File: config.mk
export PLATFORM = sky130hd
export DESIGN_NAME = serdes_gearbox_tx
export DESIGN_NICKNAME = d
export VERILOG_FILES = /design/src/rtl/serdes_pkg.sv /design/src/rtl/serdes_gearbox_lane.sv /design/src/rtl/serdes_gearbox_tx.sv
export SDC_FILE = /design/constraint.sdc
export NUM_CORES = 1
export LEC_CHECK = 0
export ABC_CLOCK_PERIOD_IN_PS = 1800
export CELL_PAD_IN_SITES_DETAIL_PLACEMENT = 0
export CELL_PAD_IN_SITES_GLOBAL_PLACEMENT = 2
export CORE_MARGIN = 2
export CORE_UTILIZATION = 34
export DETAILED_ROUTE_END_ITERATION = 7
export DONT_BUFFER_PORTS = 1
export PLACE_DENSITY = 0.78
export REMOVE_ABC_BUFFERS = 1
export SYNTH_ARGS = -nofsm -noshare
export SYNTH_HDL_FRONTEND = slang
export SYNTH_SLANG_ARGS = --single-unit
File: constraint.sdc
create_clock -name clk -period 1.8 [get_ports clk]
set_clock_uncertainty 0.05 [all_clocks]
set_input_delay 0.18 -clock clk [delete_from_list [all_inputs] [get_ports clk]]
set_output_delay 0.18 -clock clk [all_outputs]
set_load 0.01 [all_outputs]
File: src/rtl/serdes_pkg.sv
// rtl/serdes_pkg.sv - shared constants and helpers for the serdes transmit gearbox
package serdes_pkg;

  localparam logic [6:0] PRBS7_TAPS = 7'h60;
  localparam logic [6:0] PRBS7_SEED = 7'h7F;

  // Fibonacci LFSR for x^7+x^6+1; each step shifts the feedback bit into bit 0.
  function automatic logic [6:0] prbs7_next(input logic [6:0] state, input int nbits);
    logic [6:0] s;
    s = state;
    for (int i = 0; i < nbits; i++) begin
      s = {s[5:0], ^(s & PRBS7_TAPS)};
    end
    return s;
  endfunction

  function automatic bit gearbox_cfg_ok(input int in_w, input int out_w);
    return (out_w > 0) && (in_w >= out_w) && ((in_w % out_w) == 0);
  endfunction

endpackage

File: src/rtl/serdes_gearbox_lane.sv
// rtl/serdes_gearbox_lane.sv - one lane's shift register, reloaded or shifted by OUT_W each cycle
module serdes_gearbox_lane #(
  parameter int              IN_W      = 10,
  parameter int              OUT_W     = 2,
  parameter logic [IN_W-1:0] IDLE_WORD = 10'h354
) (
  input  logic             clk,
  input  logic             reset,
  input  logic             load,
  input  logic [IN_W-1:0]  load_word,
  output logic [OUT_W-1:0] o_slice
);

  logic [IN_W-1:0] sh_q;
  logic [IN_W-1:0] sh_d;

  always_comb begin
    sh_d = sh_q >> OUT_W;
    if (load) begin
      sh_d = load_word;
    end
  end

  always_ff @(posedge clk) begin
    if (reset) begin
      sh_q <= IDLE_WORD;
    end else begin
      sh_q <= sh_d;
    end
  end

  assign o_slice = sh_q[OUT_W-1:0];

endmodule

File: src/rtl/serdes_gearbox_tx.sv
// rtl/serdes_gearbox_tx.sv - multi-lane transmit gearbox with one-word hold and idle substitution
// Optional PRBS7 test pattern source enabled by SERDES_GEARBOX_PRBS_EN.
module serdes_gearbox_tx
  import serdes_pkg::*;
#(
  parameter int              CHANNELS  = 3,
  parameter int              IN_W      = 10,
  parameter int              OUT_W     = 2,
  parameter logic [IN_W-1:0] IDLE_WORD = 10'h354,
  parameter int              CNT_W     = 16
) (
  input  logic                      clk,
  input  logic                      reset,
  input  logic                      i_valid,
  output logic                      o_ready,
  input  logic [CHANNELS*IN_W-1:0]  i_data,
`ifdef SERDES_GEARBOX_PRBS_EN
  input  logic                      i_prbs_mode,
`endif
  output logic [CHANNELS*OUT_W-1:0] o_data,
  output logic                      o_active,
  output logic                      o_underflow,
  output logic [CNT_W-1:0]          o_underflow_count
);

  localparam int R = IN_W / OUT_W;
  localparam int SLOT_W = (R > 1) ? $clog2(R) : 1;
  localparam logic [SLOT_W-1:0] SLOT_LAST = SLOT_W'(R - 1);

  if (!gearbox_cfg_ok(IN_W, OUT_W)) begin : g_cfg_err
    $error("serdes_gearbox_tx: IN_W must be a nonzero multiple of OUT_W");
  end

  logic [SLOT_W-1:0]        slot_q, slot_d;
  logic [CHANNELS*IN_W-1:0] hold_q, hold_d;
  logic                     hold_v_q, hold_v_d;
  logic                     active_q, active_d;
  logic                     underflow_q, underflow_d;
  logic [CNT_W-1:0]         count_q, count_d;
  logic [CHANNELS*IN_W-1:0] load_word;
  logic                     reload;
  logic                     accept;
  logic                     idle_load;

`ifdef SERDES_GEARBOX_PRBS_EN
  logic [6:0]      prbs_q, prbs_d;
  logic [IN_W-1:0] prbs_word;
  logic [6:0]      prbs_s;

  // Word bit i is the i-th generated LFSR bit, so the pattern is sent in generation order.
  always_comb begin
    prbs_s = prbs_q;
    prbs_word = '0;
    for (int i = 0; i < IN_W; i++) begin
      prbs_s = prbs7_next(prbs_s, 1);
      prbs_word[i] = prbs_s[0];
    end
    prbs_d = (reload && i_prbs_mode) ? prbs_s : prbs_q;
  end

  always_ff @(posedge clk) begin
    if (reset) begin
      prbs_q <= PRBS7_SEED;
    end else begin
      prbs_q <= prbs_d;
    end
  end
`endif

  assign reload = (slot_q == SLOT_LAST);
  assign o_ready = !hold_v_q || reload;
  assign accept = i_valid && o_ready;

  always_comb begin
    slot_d      = reload ? '0 : slot_q + 1'b1;
    hold_d      = hold_q;
    hold_v_d    = hold_v_q;
    active_d    = active_q;
    underflow_d = 1'b0;
    count_d     = count_q;
    load_word   = {CHANNELS{IDLE_WORD}};
    idle_load   = 1'b0;

    if (reload) begin
      if (hold_v_q) begin
        load_word = hold_q;
        hold_v_d  = accept;
        if (accept) begin
          hold_d = i_data;
        end
      end else if (accept) begin
        load_word = i_data;
      end else begin
        idle_load = 1'b1;
      end
    end else if (accept) begin
      hold_d   = i_data;
      hold_v_d = 1'b1;
    end

`ifdef SERDES_GEARBOX_PRBS_EN
    if (i_prbs_mode) begin
      idle_load = 1'b0;
      if (reload) begin
        load_word = {CHANNELS{prbs_word}};
      end
    end
`endif

    if (reload) begin
      active_d    = !idle_load;
      underflow_d = idle_load;
      if (idle_load && (count_q != '1)) begin
        count_d = count_q + 1'b1;
      end
    end

`ifdef SERDES_GEARBOX_PRBS_EN
    if (i_prbs_mode) begin
      active_d = 1'b1;
    end
`endif
  end

  always_ff @(posedge clk) begin
    if (reset) begin
      slot_q      <= '0;
      hold_q      <= '0;
      hold_v_q    <= 1'b0;
      active_q    <= 1'b0;
      underflow_q <= 1'b0;
      count_q     <= '0;
    end else begin
      slot_q      <= slot_d;
      hold_q      <= hold_d;
      hold_v_q    <= hold_v_d;
      active_q    <= active_d;
      underflow_q <= underflow_d;
      count_q     <= count_d;
    end
  end

  for (genvar k = 0; k < CHANNELS; k++) begin : g_lane
    serdes_gearbox_lane #(
      .IN_W      (IN_W),
      .OUT_W     (OUT_W),
      .IDLE_WORD (IDLE_WORD)
    ) u_lane (
      .clk       (clk),
      .reset     (reset),
      .load      (reload),
      .load_word (load_word[k*IN_W +: IN_W]),
      .o_slice   (o_data[k*OUT_W +: OUT_W])
    );
  end

  assign o_active          = active_q;
  assign o_underflow       = underflow_q;
  assign o_underflow_count = count_q;

endmodule

==> metrics.log, run 1 <==
INFO  metric placement_rows = 37
INFO  metric timing.critical_path.to_type = register
INFO  metric cts.clk_slew.worst_paths = roughly 0.09 ns
INFO  metric finish.utilization = approximately two fifths
INFO  metric finalPower = about 3600 µW
INFO  metric synth_compound_gate_area_share = between 10% and 20%
INFO  metric cts_max_path_buffers = 2
INFO  metric layout.cell_area.non_filler = 0.00425 mm²
INFO  metric slew_hr = 75.4%
INFO  metric timing.hold.worst.class = in2reg
INFO  metric failing_checks = negative hold slack, negative setup slack
INFO  metric detailed_place.area = slightly below 0.004 mm²
INFO  metric synthCells = between 400 and 500
INFO  metric max_freq = between 500 and 600 MHz
INFO  metric synth_flop_cell = sky130_fd_sc_hd__dfxtp_1
INFO  metric clock_latency = around 0.35 ns
INFO  metric floorplan.die_area = about 0.011 mm²
INFO  metric drv.max_cap_violation_count = 0
INFO  metric path_class = reg2reg
INFO  metric routed_wirelength = roughly 8300 µm
INFO  metric main_combinational_cell_family_by_area_after_synthesis = simple AND/OR/NAND/NOR gates
INFO  metric post_drt_via_cell_ratio = 5.12
INFO  metric number_of_enable_flip_flop_cells_after_synthesis = 0
INFO  metric chipHeight = around 110 µm
INFO  metric cts_root_buffer = sky130_fd_sc_hd__clkbuf_8
INFO  metric leakagePower = about 0.0017 µW
INFO  metric remaining_drc_errors = 0
INFO  metric ys_seq_elements = 82
INFO  metric placeableCoreArea = slightly above 0.01 mm²
INFO  metric critical_path_buf_inv_count = 1
INFO  metric layout_nets = 463
INFO  metric worst_slack = -0.0938 ns
INFO  metric crit_path_max_delay_cell_type = sky130_fd_sc_hd__or4_4
INFO  metric synth.mux.area_fraction = 8.73%
INFO  metric critical_path.startpoint_type = register
INFO  metric synthXorXnorAreaFrac = less than 1%
INFO  metric first_pass_grt_wire_length = 13400 µm
INFO  metric detail_route.iter0.violations = about 170
INFO  metric cts_tree = built
INFO  metric number_of_levels_in_the_clock_h_tree = 3
INFO  metric dieWidth = between 100 and 150 µm
INFO  metric required = between 2 and 2.5 ns
INFO  metric tritoncts_num_sinks = 82
INFO  metric hold_ws = -0.163 ns
INFO  metric setup_total_negative_slack = -0.210 ns
INFO  metric fin_crit_sh = 105%
INFO  metric critical_path_data_arrival_time = between 2 and 2.5 ns
INFO  metric drt_pre_antenna_iters = 4
INFO  metric cp_slowest_stage_delay = 0.53 ns
INFO  metric synth_area = 0.00355 mm²
INFO  metric drive_above_1_share = between 20% and 30%
INFO  metric finalMaxSlewViolations = 0
INFO  metric n_fill_cell = slightly above 1000
INFO  metric yosysUniqueCellTypes = 40
INFO  metric final_weighted_congestion_of_routability_driven_global_placement = roughly 0.82
INFO  metric synth-async-reset-ratio = 0%
INFO  metric timing.critical_path.fanout_max = 5
INFO  metric setup_violations = 3
INFO  metric antenna_found_initial = 0
INFO  metric synth_area_per_cell = 8.69 µm²
INFO  metric cts_buffers = 9
INFO  metric synthSimpleGateAreaFrac = between 10% and 20%
INFO  metric reg2reg_slack = -0.09 ns
INFO  metric grt_overflow_total = 0
INFO  metric layout_min_cycle_time = 1.89 ns
INFO  metric vdd_drop_max = ~460 µV
INFO  metric hold_violations = 80
INFO  metric vias_in_the_first_global_route = 2737
INFO  metric post_drt_wl_per_cell = 14.6 µm
INFO  metric worst_path_most_repeated_cell = sky130_fd_sc_hd__or4_4
INFO  metric cts_hold_repair.buffers = 2
INFO  metric post-place-cells = around 550
INFO  metric rsz0062_at_grt = true
INFO  metric detail-route-antenna-nets = 0
INFO  metric crit_family = simple AND/OR/NAND/NOR gates
INFO  metric count_of_buffers_inserted_at_the_top_level_ports = 0
INFO  metric synth_adder_area_share = under 10%
INFO  metric syn2layout_area_growth = 19.5%
INFO  metric worst_slew_pin_slew = between 0.3 and 0.4 ns
INFO  metric worstPathCellList = inv_2 > ha_4 > nand4bb_4 > or4_4 > or4_4 > a21oi_2
INFO  metric synth_warn = 0
INFO  metric status = complete, but fails checks
INFO  metric grt_max_degree = 84
INFO  metric via_count = 2904
INFO  metric power-per-cell-area = between 800 and 900 mW/mm²
INFO  metric detailed_place_hpwl = between 5000 and 6000 µm
INFO  metric ys_seq_area_share = 46.2%
INFO  metric antenna_cells = 0
INFO  metric gr-usage-all-layers = 14.8%
INFO  metric start_util = between 30% and 40%
INFO  metric io_pins = 58
INFO  metric finalNonFillerCells = 567
## cells in the final DEF (no fill, tap or decap), types with 3 or more instances in the layout
master                     netlist  layout
sky130_fd_sc_hd__or4_4           1       4
sky130_fd_sc_hd__clkbuf_8        0       9
sky130_fd_sc_hd__o211ai_1       15      15
sky130_fd_sc_hd__a221oi_1        9       9
sky130_fd_sc_hd__a211o_1         9       9
sky130_fd_sc_hd__a21oi_1        25      20
sky130_fd_sc_hd__o21ai_0        19      19
sky130_fd_sc_hd__or3_1           3       3
sky130_fd_sc_hd__or4_1           9       6
sky130_fd_sc_hd__a21oi_2         0       5
sky130_fd_sc_hd__nor2_1         60      60
sky130_fd_sc_hd__nand4_1         7       7
sky130_fd_sc_hd__dfxtp_1        82      76
sky130_fd_sc_hd__mux2i_1        31      31
sky130_fd_sc_hd__o21bai_1        6       6
sky130_fd_sc_hd__o21ai_1         3       3
sky130_fd_sc_hd__buf_4           6      37
sky130_fd_sc_hd__o31ai_1         8       8
sky130_fd_sc_hd__nand2_1        36      36
sky130_fd_sc_hd__dfxtp_2         0       6
sky130_fd_sc_hd__buf_6           1       3
sky130_fd_sc_hd__buf_12          0       3
sky130_fd_sc_hd__nand3_1         6       4
sky130_fd_sc_hd__inv_1          18      16
## final timing paths
kind / startpoint / endpoint / cells past startpoint
worst max-delay path: slot_q[0] / o_underflow_count[15] / 6
worst min-delay path: reset / o_underflow_count[9] / 1
worst max register to register: slot_q[0] / o_underflow_count[15] / 6
worst min register to register: g_lane[0].u_lane.sh_q[4] / g_lane[0].u_lane.sh_q[2] / 1
## layout make-up
type | count | area (µm²) | share of cell area [%]
repair buffers | 46 | 397 | 9.34
clock inverters | 5 | 56.3 | 1.33
well taps | 136 | 170 | 4.01
flip-flops and latches | 82 | 1650 | 38.8
inverters | 18 | 67.6 | 1.59
clock buffers | 10 | 128 | 3.00
multi-input cells | 270 | 1780 | 41.9
## power breakdown
part,internal (µW),switching (µW)
logic,160,166
clock network,632,657
registers,1910,42.3
total,2700,866
## synthesized netlist by cell type (2+ instances only)
cell type	instances	share of area [%]
sky130_fd_sc_hd__dfxtp_1	82	46
sky130_fd_sc_hd__nor2_1	60	6.3
sky130_fd_sc_hd__nand2_1	36	3.8
sky130_fd_sc_hd__mux2i_1	31	8.7
sky130_fd_sc_hd__clkbuf_1	26	2.7
sky130_fd_sc_hd__a21oi_1	25	3.5
sky130_fd_sc_hd__o21ai_0	19	2.7
sky130_fd_sc_hd__inv_1	18	1.9
sky130_fd_sc_hd__o211ai_1	15	3.2
sky130_fd_sc_hd__a211o_1	9	2.2
sky130_fd_sc_hd__a221oi_1	9	2.2
sky130_fd_sc_hd__or4_1	9	1.9
sky130_fd_sc_hd__o31ai_1	8	1.7
sky130_fd_sc_hd__nand4_1	7	1.2
sky130_fd_sc_hd__buf_4	6	1.3
sky130_fd_sc_hd__nand3_1	6	0.85
sky130_fd_sc_hd__o21bai_1	6	1.3
sky130_fd_sc_hd__buf_2	4	0.56
sky130_fd_sc_hd__ha_1	3	1.1
sky130_fd_sc_hd__nor4_1	3	0.53
sky130_fd_sc_hd__o21ai_1	3	0.42
sky130_fd_sc_hd__or3_1	3	0.53
sky130_fd_sc_hd__and3_1	2	0.35
sky130_fd_sc_hd__nand3b_1	2	0.42
sky130_fd_sc_hd__nor3_1	2	0.28
## state kept, by name (all words and copies together), names as in the netlist
register and count:
o_active 1, hold_q 30, o_underflow_count 16, g_lane.u_lane.sh_q 30, slot_q 3, o_underflow 1
hold_v_q 1
## routing by layer
layer  track usage, %  part of all wire (%)  wire, µm  up-vias
met2             23.4                    47      3860       63
met3             6.25                   7.9       653        5
li1                 -                     -         -     1459
met5                0                     0         0        -
met1             18.5                    45      3700     1377
met4             3.95                  0.72        60        0
## metrics by stage
stage               hold WS, ns  worst slack (ns)
floorplan                 0.199             -1.38
global placement          0.206            -0.170
detailed placement        0.212            -0.205
CTS                      -0.174            -0.112
global route             -0.192            -0.143
finish                   -0.163           -0.0938
## logic make-up after synthesis
group | Yosys count
compound gates | 98
xor+xnor | 1
fa+ha+maj | 3
buf+inv | 57
flops | 82
mux | 31
simple gates | 137
## what timing repair did
action,CTS,global route
buffers inserted,0,3
hold endpoints to repair,82,80
gates cloned,0,1
pin swaps,3,7
setup endpoints to repair,9,20
resized for setup,8,24
No activity file was read; power rests on OpenSTA's default activity.
==> run 2, diff against run 1 <==
--- a/config.mk
+++ b/config.mk
@@ -6,13 +6,11 @@
 export NUM_CORES = 1
 export LEC_CHECK = 0
 export ABC_CLOCK_PERIOD_IN_PS = 1800
-export CELL_PAD_IN_SITES_DETAIL_PLACEMENT = 0
-export CELL_PAD_IN_SITES_GLOBAL_PLACEMENT = 2
 export CORE_MARGIN = 2
-export CORE_UTILIZATION = 34
+export CORE_UTILIZATION = 50
 export DETAILED_ROUTE_END_ITERATION = 7
 export DONT_BUFFER_PORTS = 1
-export PLACE_DENSITY = 0.78
+export PLACE_DENSITY = 0.71
 export REMOVE_ABC_BUFFERS = 1
 export SYNTH_ARGS = -nofsm -noshare
 export SYNTH_HDL_FRONTEND = slang
==> metrics.log, run 2 (synthesis results as in run 1) <==
INFO  metric status = complete, but fails checks
INFO  metric failing_checks = negative hold slack, negative setup slack
INFO  metric cts_max_path_buffers = 2 (unchanged)
INFO  metric required = 2.04 ns (about the same)
INFO  metric placeableCoreArea = 0.00683 mm² (-33%)
INFO  metric cp_slowest_stage_delay = 0.45 ns (-0.08 ns)
INFO  metric drv.max_cap_violation_count = 0 (unchanged)
INFO  metric cts_root_buffer = sky130_fd_sc_hd__clkbuf_8
INFO  metric critical_path_buf_inv_count = 2 (+1)
INFO  metric cts_buffers = 9 (unchanged)
INFO  metric worstPathCellList = inv_2 > ha_4 > nand4bb_4 > or4_4 > buf_4 > or3_1 > a21oi_2
INFO  metric setup_violations = 2 (-1)
INFO  metric worst_slack = -0.0586 ns (+0.0352 ns)
INFO  metric vias_in_the_first_global_route = 2829 (+3.4%)
INFO  metric chipHeight = 88.3 µm (-17%)
INFO  metric hold_violations = 73 (-8.8%)
INFO  metric routed_wirelength = 7900 µm (-4.7%)
INFO  metric via_count = 2959 (+1.9%)
INFO  metric antenna_cells = 0 (unchanged)
INFO  metric leakagePower = 0.00173 µW (+0.54%)
INFO  metric floorplan.die_area = 0.00780 mm² (-31%)
INFO  metric finish.utilization = 62.1% (+21 points)
INFO  metric worst_r2r_path_depth = 7 (+1)
INFO  metric timing.critical_path.depth = 7 (+1)
INFO  metric detail_route.iter0.violations = 137 (-19%)
INFO  metric drt_pre_antenna_iters = 4 (unchanged)
INFO  metric cts_tree = built
INFO  metric hold_depth = 1 (unchanged)
INFO  metric final_weighted_congestion_of_routability_driven_global_placement = 0.880 (+7.1%)
INFO  metric max_freq = 538 MHz (+1.9%)
INFO  metric path_class = reg2reg
INFO  metric clock_latency = 0.35 ns (about the same)
INFO  metric finalMaxSlewViolations = 0 (unchanged)
INFO  metric post_drt_via_cell_ratio = 5.55 (+8.4%)
INFO  metric sequential_cell_area = 0.00165 mm² (about the same)
INFO  metric hold_ws = -0.146 ns (+0.0167 ns)
INFO  metric timing.hold.worst.class = in2reg
INFO  metric detailed_place.area = 0.00384 mm² (-1.3%)
INFO  metric grt_overflow_total = 0 (unchanged)
INFO  metric crit_family = simple AND/OR/NAND/NOR gates
INFO  metric worst_slew_pin_slew = 0.327 ns (-0.0418 ns)
INFO  metric fin_crit_sh = 103% (-2.0 points)
INFO  metric cts_hold_repair.buffers = 8 (+6)
INFO  metric detail-route-antenna-nets = 0 (unchanged)
INFO  metric antenna_found_initial = 0 (unchanged)
INFO  metric gr-usage-all-layers = 20.9% (+6.1 points)
INFO  metric first_pass_grt_wire_length = 12900 µm (-3.4%)
INFO  metric number_of_levels_in_the_clock_h_tree = 3 (unchanged)
INFO  metric placement_rows = 30 (-19%)
INFO  metric tritoncts_num_sinks = 82 (unchanged)
INFO  metric crit_path_max_delay_cell_type = sky130_fd_sc_hd__or4_4
INFO  metric start_util = 52.0% (+17 points)
INFO  metric power-per-cell-area = 836 mW/mm² (-0.40%)
INFO  metric critical_path_data_arrival_time = 2.10 ns (-0.04 ns)
INFO  metric grt_max_degree = 84 (unchanged)
INFO  metric multiInputGateArea = 0.00175 mm² (-1.5%)
INFO  metric remaining_drc_errors = 0 (unchanged)
INFO  metric slew_hr = 78.0% (+2.6 points)
INFO  metric post_drt_wl_per_cell = 14.8 µm (+1.4%)
INFO  metric final_cell_mix = 77 x sky130_fd_sc_hd__dfxtp_1, 60 x sky130_fd_sc_hd__nor2_1, 37 x sky130_fd_sc_hd__buf_4
INFO  metric n_fill_cell = 602 (-41%)
INFO  metric syn2layout_area_growth = 19.4% (about the same)
INFO  metric rsz0062_at_grt = true
INFO  metric timing.critical_path.to_type = register
INFO  metric vdd_drop_max = 524 µV (+13%)
INFO  metric layout_min_cycle_time = 1.86 ns (-0.0352 ns)
INFO  metric count_of_buffers_inserted_at_the_top_level_ports = 0 (unchanged)
INFO  metric timing.critical_path.fanout_max = 5 (unchanged)
INFO  metric detailed_place_hpwl = 4770 µm (-7.5%)
INFO  metric critical_path.startpoint_type = register
INFO  metric layout.cell_area.non_filler = 0.00424 mm² (about the same)
INFO  metric layout_nets = 468 (+1.1%)
INFO  metric io_pins = 58 (unchanged)
INFO  metric cts.clk_slew.worst_paths = 0.08 ns (about the same)
INFO  metric place_worst_setup_slack = -0.222 ns (-0.0163 ns)
INFO  metric drive_above_1_share = 18.8% (-1.4 points)
INFO  metric layout_commonest_cell = sky130_fd_sc_hd__dfxtp_1
INFO  metric dieWidth = 88.3 µm (-17%)
## run 2: cell count changes in the layout (fill, tap and decap cells not counted), sizes merged
cell,change
buf,-2
clkbuf,+3
bufinv,-1
dlygate4sd3,+6
## run 2: report_power, final
group | switching, µW | leakage, µW | internal (µW) | total [µW]
registers | 43.3 | 0.000675 | 1910 | 1950
logic | 179 | 0.000961 | 184 | 363
clock network | 659 | 0.0000924 | 575 | 1230
total | 881 | 0.00173 | 2670 | 3550
## run 2: layout make-up
class / instances / area share, %
sequential: 82 / 38.8
tap: 96 / 2.83
clock buffer: 12 / 3.66
inverter: 18 / 1.59
multi-input combinational: 270 / 41.3
timing repair buffer: 51 / 11.1
clock inverter: 4 / 0.619
## run 2: routing by layer
layer	up-vias	part of all wire [%]	GRT usage [%]
met5	-	0	0
met4	0	0.82	6.61
met3	10	7.6	7.65
met2	81	47	32.7
met1	1386	45	27.2
li1	1482	-	-
## run 2: path summary, 6_finish.rpt
kind | start | to | slack, ns
worst max-delay path | slot_q[0] | o_underflow_count[11] | -0.06
worst min-delay path | reset | hold_q[28] | -0.15
worst max register to register | slot_q[0] | o_underflow_count[11] | -0.06
worst min register to register | g_lane[2].u_lane.sh_q[6] | g_lane[2].u_lane.sh_q[4] | 0.39
## run 2: timing repair
action,4_1_cts,5_1_grt
pin swaps,6,5
gates cloned,0,1
endpoints found under the hold margin,82,74
setup buffers,1,1
resized for setup,9,17
endpoints found under the setup margin,8,14
## run 2: through the flow
step	instances	TNS, ns	total power, µW
after floorplan	370	-56.13	2220
after global placement	506	-0.456	2300
after detailed placement	506	-0.762	2310
after CTS	531	-0.0763	3550
after global routing	533	-0.378	3710
final	533	-0.0997	3550
==> run 3, diff against run 2 <==
--- a/config.mk
+++ b/config.mk
@@ -5,12 +5,12 @@
 export SDC_FILE = /design/constraint.sdc
 export NUM_CORES = 1
 export LEC_CHECK = 0
-export ABC_CLOCK_PERIOD_IN_PS = 1800
+export ABC_CLOCK_PERIOD_IN_PS = 1900
 export CORE_MARGIN = 2
 export CORE_UTILIZATION = 50
 export DETAILED_ROUTE_END_ITERATION = 7
 export DONT_BUFFER_PORTS = 1
-export PLACE_DENSITY = 0.71
+export PLACE_DENSITY = 0.68
 export REMOVE_ABC_BUFFERS = 1
 export SYNTH_ARGS = -nofsm -noshare
 export SYNTH_HDL_FRONTEND = slang
==> constraint.sdc (replaced) <==
create_clock -name clk -period 1.9 [get_ports clk]
set_clock_uncertainty 0.05 [all_clocks]
set_input_delay 0.19 -clock clk [delete_from_list [all_inputs] [get_ports clk]]
set_output_delay 0.19 -clock clk [all_outputs]
set_load 0.01 [all_outputs]
==> metrics.log, run 3 (synthesis results as in run 1) <==
INFO  metric cts.clk_slew.worst_paths = 0.09 ns (about the same)
INFO  metric critical_path.startpoint_type = register
INFO  metric placement_rows = 30 (unchanged)
INFO  metric placeableCoreArea = 0.00683 mm² (unchanged)
INFO  metric vdd_drop_max = 456 µV (-13%)
INFO  metric setup_violations = 1 (-1)
INFO  metric max_freq = 525 MHz (-2.4%)
INFO  metric chipHeight = 88.3 µm (unchanged)
INFO  metric hold_violations = 0 (-100%)
INFO  metric post_drt_wl_per_cell = 14.9 µm (+0.39%)
INFO  metric layout_commonest_cell = sky130_fd_sc_hd__dfxtp_1
INFO  metric tritoncts_num_sinks = 82 (unchanged)
INFO  metric cts_buffers = 9 (unchanged)
INFO  metric via_count = 3001 (+1.4%)
INFO  metric cts_tree = built
INFO  metric layout_min_cycle_time = 1.90 ns (+0.0461 ns)
INFO  metric drive_above_1_share = 13.6% (-5.2 points)
INFO  metric path_class = reg2reg
INFO  metric n_fill_cell = 611 (+1.5%)
INFO  metric required = 2.13 ns (+0.09 ns)
INFO  metric vias_in_the_first_global_route = 2855 (+0.92%)
INFO  metric fin_crit_sh = 100% (-3.0 points)
INFO  metric routed_wirelength = 8100 µm (+2.6%)
INFO  metric count_of_buffers_inserted_at_the_top_level_ports = 0 (unchanged)
INFO  metric first_pass_grt_wire_length = 13400 µm (+3.6%)
INFO  metric status = complete, but fails checks
INFO  metric final_weighted_congestion_of_routability_driven_global_placement = 0.870 (-1.2%)
INFO  metric finalMaxSlewViolations = 0 (unchanged)
INFO  metric antenna_found_initial = 0 (unchanged)
INFO  metric number_of_levels_in_the_clock_h_tree = 3 (unchanged)
INFO  metric start_util = 52.0% (unchanged)
INFO  metric drv.max_cap_violation_count = 0 (unchanged)
INFO  metric layout_nets = 480 (+2.6%)
INFO  metric grt_max_degree = 84 (unchanged)
INFO  metric crit-reg2reg-launch = slot_q[0]
INFO  metric post_drt_via_cell_ratio = 5.51 (-0.81%)
INFO  metric hold_ws = 0.0334 ns (+0.180 ns)
INFO  metric cp-startpoint = slot_q[0]
INFO  metric detail-route-antenna-nets = 0 (unchanged)
INFO  metric clock_latency = 0.35 ns (about the same)
INFO  metric slew_hr = 71.4% (-6.6 points)
INFO  metric io_pins = 58 (unchanged)
INFO  metric floorplan.die_area = 0.00780 mm² (unchanged)
INFO  metric worst_slack = -0.00469 ns (+0.0539 ns)
INFO  metric worst_slew_pin_slew = 0.429 ns (+0.101 ns)
INFO  metric timing.hold.worst.class = in2reg
INFO  metric failing_checks = negative setup slack
INFO  metric gr-usage-all-layers = 21.8% (+0.86 points)
INFO  metric rsz0062_at_grt = true
INFO  metric final_cell_mix = 79 x sky130_fd_sc_hd__dfxtp_1, 60 x sky130_fd_sc_hd__nor2_1, 36 x sky130_fd_sc_hd__nand2_1
INFO  metric remaining_drc_errors = 0 (unchanged)
INFO  metric dieWidth = 88.3 µm (unchanged)
INFO  metric detail_route.iter0.violations = 157 (+15%)
INFO  metric critical_path_data_arrival_time = 2.14 ns (+0.04 ns)
INFO  metric syn2layout_area_growth = 22.7%
INFO  metric drt_pre_antenna_iters = 7 (+3)
INFO  metric power-per-cell-area = 816 mW/mm² (-2.4%)
INFO  metric timing.critical_path.to_type = register
INFO  metric cts_root_buffer = sky130_fd_sc_hd__clkbuf_8
INFO  metric cts_max_path_buffers = 2 (unchanged)
INFO  metric antenna_cells = 0 (unchanged)
INFO  metric timing.critical_path.fanout_max = 4 (-1)
INFO  metric hold_start = i_valid
INFO  metric leakagePower = 0.00177 µW (+2.3%)
INFO  metric finalPower = 3560 µW (+0.27%)
INFO  metric grt_overflow_total = 0 (unchanged)
INFO  metric detailed_place_hpwl = 4680 µm (-2.0%)
-- run 3: layer usage --
metal  track usage [%]  share of wire (%)  vias to the layer above
li1                  -                  -                     1502
met1              27.4                 44                     1422
met2              36.5                 50                       73
met3              5.50                5.3                        4
met4              7.44               0.70                        0
met5                 0                  0                        -
-- run 3: stage by stage --
stage	setup TNS, ns	setup slack, ns	cell area (µm²)	util [%]	cells
finish	-0.00469	-0.00469	4360	63.8	545
global route	-0.212	-0.0864	4360	63.8	545
CTS	0	0.00219	4340	63.6	545
detailed placement	-0.275	-0.150	3780	55.3	496
global placement	-0.108	-0.0718	3780	55.3	496
floorplan	-50.43	-1.28	3370	-	370
-- run 3: path summary, 6_finish.rpt --
| path | end | slack, ns | cells past startpoint |
|---|---|---|---|
| setup reg to reg | o_underflow_count[11] | -0.005 | 7 |
| setup / recovery | o_underflow_count[11] | -0.005 | 7 |
| hold reg to reg | g_lane[0].u_lane.sh_q[6] | 0.39 | 1 |
| hold / removal | hold_v_q | 0.03 | 2 |
-- run 3: final cells by class --
cell class	instances	area, µm²	share of cell area, %
inverters	18	67.6	1.55
repair buffers	63	628	14.4
well taps	96	120	2.76
clock buffers	12	155	3.56
flip-flops and latches	82	1650	37.7
clock inverters	4	48.8	1.12
multi-input cells	270	1690	38.9
-- run 3: critical path: stages, from the launching register on --
cell and delay, ns:
sky130_fd_sc_hd__dfxtp_2 0.34, sky130_fd_sc_hd__inv_2 0.06, sky130_fd_sc_hd__ha_4 0.15, sky130_fd_sc_hd__nand4bb_4 0.11
sky130_fd_sc_hd__or4_4 0.52, sky130_fd_sc_hd__buf_6 0.14, sky130_fd_sc_hd__or3_1 0.33, sky130_fd_sc_hd__a21oi_1 0.14
-- run 3: repair_timing --
action / in CTS / in global routing
buffers inserted: 1 / 0
pin swaps: 4 / 0
resized for setup: 5 / 5
hold buffers: 32 / 0
hold endpoints to repair: 82 / 0
setup endpoints to repair: 2 / 20
-- run 3: report_power, final --
| part | internal (µW) | switching (µW) | total (µW) |
|---|---|---|---|
| logic | 195 | 195 | 389 |
| registers | 1810 | 42.7 | 1850 |
| clock network | 681 | 637 | 1320 |
| total | 2680 | 874 | 3560 |
